`config.mk`:
```
export PLATFORM = sky130hd
export DESIGN_NAME = fizzbuzz_sequencer
export DESIGN_NICKNAME = d
export VERILOG_FILES = /design/src/rtl/fizzbuzz_sequencer.sv
export SDC_FILE = /design/constraint.sdc
export NUM_CORES = 1
export LEC_CHECK = 0
export BUFFER_PORTS_ARGS = -buffer_cell sky130_fd_sc_hd__buf_2
export CAP_MARGIN = 20
export CORE_MARGIN = 3
export CORE_UTILIZATION = 30
export CTS_BUF_LIST = sky130_fd_sc_hd__clkbuf_8
export DETAILED_ROUTE_END_ITERATION = 7
export PLACE_DENSITY = 0.56
export SETUP_SLACK_MARGIN = 0.15
export SYNTH_ARGS = -nofsm -noshare
export SYNTH_HDL_FRONTEND = slang
export SYNTH_SLANG_ARGS = --single-unit
```
`constraint.sdc`:
```
create_clock -name clk -period 4.3 [get_ports clk]
set_input_delay 0.43 -clock clk [delete_from_list [all_inputs] [get_ports clk]]
set_output_delay 0.43 -clock clk [all_outputs]
set_load 0.02 [all_outputs]
```
`src/rtl/fizzbuzz_sequencer.sv`:
```
// Fizz/buzz run controller: takes a divisor/limit config over a valid/ready handshake and
// streams one classified token per count value, using incremental residues rather than modulo.
module fizzbuzz_sequencer #(
   parameter int CNT_W = 8,
   parameter int DIV_W = 4
) (
   input  logic             clk,
   input  logic             reset,
   input  logic             cfg_valid,
   output logic             cfg_ready,
   input  logic [DIV_W-1:0] cfg_fizz,
   input  logic [DIV_W-1:0] cfg_buzz,
   input  logic [CNT_W-1:0] cfg_limit,
   output logic             cfg_err,
   input  logic             start,
   input  logic             abort,
   output logic             out_valid,
   input  logic             out_ready,
   output logic [CNT_W-1:0] out_value,
   output logic [1:0]       out_kind,
   output logic             busy,
   output logic             done
);

   localparam logic [1:0] ST_IDLE = 2'd0;
   localparam logic [1:0] ST_RUN  = 2'd1;
   localparam logic [1:0] ST_DONE = 2'd2;

   logic [1:0]       state_q, state_d;
   logic [DIV_W-1:0] fizz_q, fizz_d, buzz_q, buzz_d;
   logic [CNT_W-1:0] limit_q, limit_d;
   logic [DIV_W-1:0] rf_q, rf_d, rb_q, rb_d;
   logic             valid_q, valid_d;
   logic [CNT_W-1:0] value_q, value_d;
   logic [1:0]       kind_q, kind_d;
   logic             err_q, err_d;

   logic             cfg_hs_s, cfg_legal_s;
   logic [DIV_W-1:0] eff_fizz_s, eff_buzz_s;
   logic [DIV_W-1:0] rf_start_s, rb_start_s, rf_step_s, rb_step_s;

   assign cfg_ready = (state_q != ST_RUN);
   assign busy      = (state_q == ST_RUN);
   assign done      = (state_q == ST_DONE);
   assign out_valid = valid_q;
   assign out_value = value_q;
   assign out_kind  = kind_q;
   assign cfg_err   = err_q;

   assign cfg_hs_s    = cfg_valid && cfg_ready;
   assign cfg_legal_s = (cfg_fizz != '0) && (cfg_buzz != '0) && (cfg_limit != '0);
   // A run started alongside a legal config handshake must see the new divisors.
   assign eff_fizz_s  = (cfg_hs_s && cfg_legal_s) ? cfg_fizz : fizz_q;
   assign eff_buzz_s  = (cfg_hs_s && cfg_legal_s) ? cfg_buzz : buzz_q;
   assign rf_start_s  = (eff_fizz_s == DIV_W'(1)) ? DIV_W'(0) : DIV_W'(1);
   assign rb_start_s  = (eff_buzz_s == DIV_W'(1)) ? DIV_W'(0) : DIV_W'(1);
   assign rf_step_s   = (rf_q == fizz_q - DIV_W'(1)) ? DIV_W'(0) : rf_q + DIV_W'(1);
   assign rb_step_s   = (rb_q == buzz_q - DIV_W'(1)) ? DIV_W'(0) : rb_q + DIV_W'(1);

   always_comb begin
      state_d = state_q;
      fizz_d  = fizz_q;
      buzz_d  = buzz_q;
      limit_d = limit_q;
      rf_d    = rf_q;
      rb_d    = rb_q;
      valid_d = valid_q;
      value_d = value_q;
      kind_d  = kind_q;
      err_d   = 1'b0;

      if (cfg_hs_s && cfg_legal_s) begin
         fizz_d  = cfg_fizz;
         buzz_d  = cfg_buzz;
         limit_d = cfg_limit;
      end else begin
         err_d = cfg_hs_s;
      end

      case (state_q)
         ST_IDLE, ST_DONE: begin
            if (start) begin
               state_d = ST_RUN;
               valid_d = 1'b1;
               value_d = CNT_W'(1);
               rf_d    = rf_start_s;
               rb_d    = rb_start_s;
               kind_d  = {rb_start_s == DIV_W'(0), rf_start_s == DIV_W'(0)};
            end else begin
               state_d = state_q;
            end
         end
         ST_RUN: begin
            // Abort withdraws the token even under back-pressure.
            if (abort) begin
               state_d = ST_IDLE;
               valid_d = 1'b0;
            end else if (valid_q && out_ready) begin
               if (value_q == limit_q) begin
                  state_d = ST_DONE;
                  valid_d = 1'b0;
               end else begin
                  value_d = value_q + CNT_W'(1);
                  rf_d    = rf_step_s;
                  rb_d    = rb_step_s;
                  kind_d  = {rb_step_s == DIV_W'(0), rf_step_s == DIV_W'(0)};
               end
            end else begin
               state_d = ST_RUN;
            end
         end
         default: begin
            state_d = ST_IDLE;
            valid_d = 1'b0;
         end
      endcase
   end

   always_ff @(posedge clk) begin
      if (reset) begin
         state_q <= ST_IDLE;
         fizz_q  <= DIV_W'(3);
         buzz_q  <= DIV_W'(5);
         limit_q <= CNT_W'(100);
         rf_q    <= '0;
         rb_q    <= '0;
         valid_q <= 1'b0;
         value_q <= '0;
         kind_q  <= 2'd0;
         err_q   <= 1'b0;
      end else begin
         state_q <= state_d;
         fizz_q  <= fizz_d;
         buzz_q  <= buzz_d;
         limit_q <= limit_d;
         rf_q    <= rf_d;
         rb_q    <= rb_d;
         valid_q <= valid_d;
         value_q <= value_d;
         kind_q  <= kind_d;
         err_q   <= err_d;
      end
   end

endmodule
```
==> out/metrics.cfg <==
[sta]
finalSetupViolations = 0
rsz0062_at_grt = no
fmax_ghz = 0.414
finalSetupTns_ns = 0
period_share_pct = 56.2
min_period_ns = 2.42
worst_clock_skew_ns = 0.00596
tightest_slew_ns = 0.999
drv_slew = 0
setup_slack_ns = 1.88
slew_headroom_pct = 33.0
hold_viol_final = 0

[synthesis]
synth_flop_cell = dfxtp_1
syn_nets = 280
synthDistinctLibCells = 46
synthXorXnorAreaFrac_pct = 8.20
yosys.area_share.simple_pct = 26.5
synth_compound_area_share_pct = 20.3
synth_seq_cells = 38
synth_edf_count = 0
synth_top_family_by_area = simple AND/OR/NAND/NOR gates
ys_warn_count = 0
yosysSeqAreaShare_pct = 35.6
synthesis.area_um2 = 2140
syn_inst = 253
synthAdderAreaFrac_pct = 2.93
avgSynthCellArea_um2 = 8.44
async_reset_ff_share_pct = 0
synthMuxAreaShare_pct = 1.41

[floorplanning]
die_y_um = 90.4
placementRows = 30
die-area_um2 = 8170
initial_core_util_pct = 31.3
die_w_um = 90.4
boundaryPins = 37
coreArea_um2 = 6830

[finish]
final_cell_mix = nand2_1, dfxtp_1, buf_2
final_common_cell = nand2_1
regArea_um2 = 761
nFillCells = 773
diodes = 0
final_util_pct = 36.2
drive_gt1_share_pct = 19.5
fin_nets = 313
finalNonFillerCells = 383
area_growth_pct = 15.9
multiInputGateArea_um2 = 1270

[clocking]
cts-root-buf = clkbuf_8
cts_buffer_depth = 2
cts_setup_buffers = 0
cts.sinks = 38
cts_tree = built
htree_levels = 2
postCtsHoldBufs = 0
cts_resized = 0
worst_skew_pair.late_latency_ns = 0.29
clk_pin_slew_ns = 0.08
cts_made_buffers = 5

[grt]
grt_pass1_wl_mm = 9.34
use_met1_pct = 20.1
grt.met3_usage_pct = 2.58
grt.total_usage_pct = 13.9
grt_pass1_vias = 1846
overflow = 0
grt_max_degree = 22
antenna_found_initial = 0
top_usage_layer = met2
grt_use_met2_pct = 20.9

[place]
place_ws_ns = 1.93
port-buffer-count = 36
post-dp-hpwl_mm = 4.01
dp_cells = 374
place_congestion = 0.777

[setup_path]
crit_type = reg2reg
required_ns = 4.49
path_max_fanout = 14
arrival_ns = 2.61
critPathLaunchType = register
end_kind = register
reg2reg_depth = 5

[pwr]
finalPower_mw = 0.795
p_leak_nw = 0.952
powerDensity_nw_per_um2 = 321
ir_worst_vdd_v = 0.000149

[job]
drv_cap = 0

[detailed_routing]
routed_wl_mm = 5.45
ant_nets = 0
avgRoutedWirePerCell_um = 14.2
viasPerCell = 5.09
dr.pass1.iters = 4
num_vias = 1949
drt_iter0_drc = 204
drcViolationCount = 0

[min_path]
min_path_type = in2reg
min_path_cells = 3

[outcome]
status = finished clean

## critical path: stages, from the launching register on
cell and delay (ns):
dfxtp_1 0.50, xnor2_1 0.16, nand4_1 0.18, o21ai_1 0.82
nand2_1 0.37, a41o_1 0.29
## layer usage
layer | part of all wire [%] | vias up
li1 | - | 987
met1 | 52 | 894
met2 | 42 | 63
met3 | 5.6 | 5
met4 | 1.2 | 0
met5 | 0 | -
## where the power goes
group / internal, mW / switching (mW)
clock: 0.127 / 0.126
combinational: 0.0612 / 0.0902
sequential: 0.370 / 0.0199
total: 0.559 / 0.237
## cells by family (layout without fill, tap and decap cells)
kind of cell / Yosys count / count (layout)
and+or+nand+nor: 104 / 104
AOI/OAI and AO/OA: 60 / 60
DFF: 38 / 38
buffers and inverters: 23 / 57
xor gates and xnor gates: 20 / 20
adders and majority gates: 5 / 5
muxes: 3 / 3
## registers in the layout, summed over array words and instances (netlist names)
name       flops
rb_q           4
out_kind       2
cfg_err        1
fizz_q         4
out_valid      1
state_q        2
out_value      8
rf_q           4
buzz_q         4
limit_q        8
## final timing paths
path | to | startpoint | slack, ns
worst max-delay path | out_kind[1] | out_value[0] | 1.88
worst max register to register | out_kind[1] | out_value[0] | 1.88
worst min register to register | limit_q[0] | limit_q[0] | 0.47
worst min-delay path | buzz_q[2] | cfg_buzz[2] | 0.38
## synth_stat cells (2+ instances only)
master	number	area (um^2)
nor3b_1	4	30.0
or4_1	3	22.5
nor2b_1	4	25.0
and3_1	2	12.5
buf_6	2	22.5
nor3_1	8	40.0
nor4_1	2	12.5
nand3_1	9	45.0
o21ai_0	7	35.0
a311o_1	2	20.0
inv_1	11	41.3
a32o_1	4	40.0
nand4_1	5	31.3
nor4_4	2	42.5
a311oi_2	2	30.0
o211ai_2	2	25.0
xnor2_1	20	175
o31ai_1	2	15.0
a21oi_1	19	95.1
o2111ai_1	3	26.3
ha_1	5	62.6
o211ai_1	4	30.0
a211oi_1	2	15.0
a41o_1	2	20.0
a211o_1	2	17.5
nand2_1	39	146
o22ai_1	4	25.0
dfxtp_1	38	761
or3_1	6	37.5
nand2b_1	3	18.8
buf_2	3	15.0
clkbuf_1	6	22.5
nor2_1	10	37.5
mux2i_1	3	30.0
and4_1	2	17.5
## through the flow
stage	cell area (um^2)	hold slack, ns
floorplan	2140	0.449
CTS	2470	0.371
detailed placement	2380	0.468
global placement	2380	0.467
global route	2470	0.384
finish	2470	0.378
## layout make-up
class | count | share of cell area (%)
multi-input combinational | 192 | 51.2
sequential | 38 | 30.7
timing repair buffer | 38 | 7.89
tap | 96 | 4.85
clock buffer | 6 | 3.34
inverter | 11 | 1.67
clock inverter | 2 | 0.354
(Power assumes the default switching activity.)
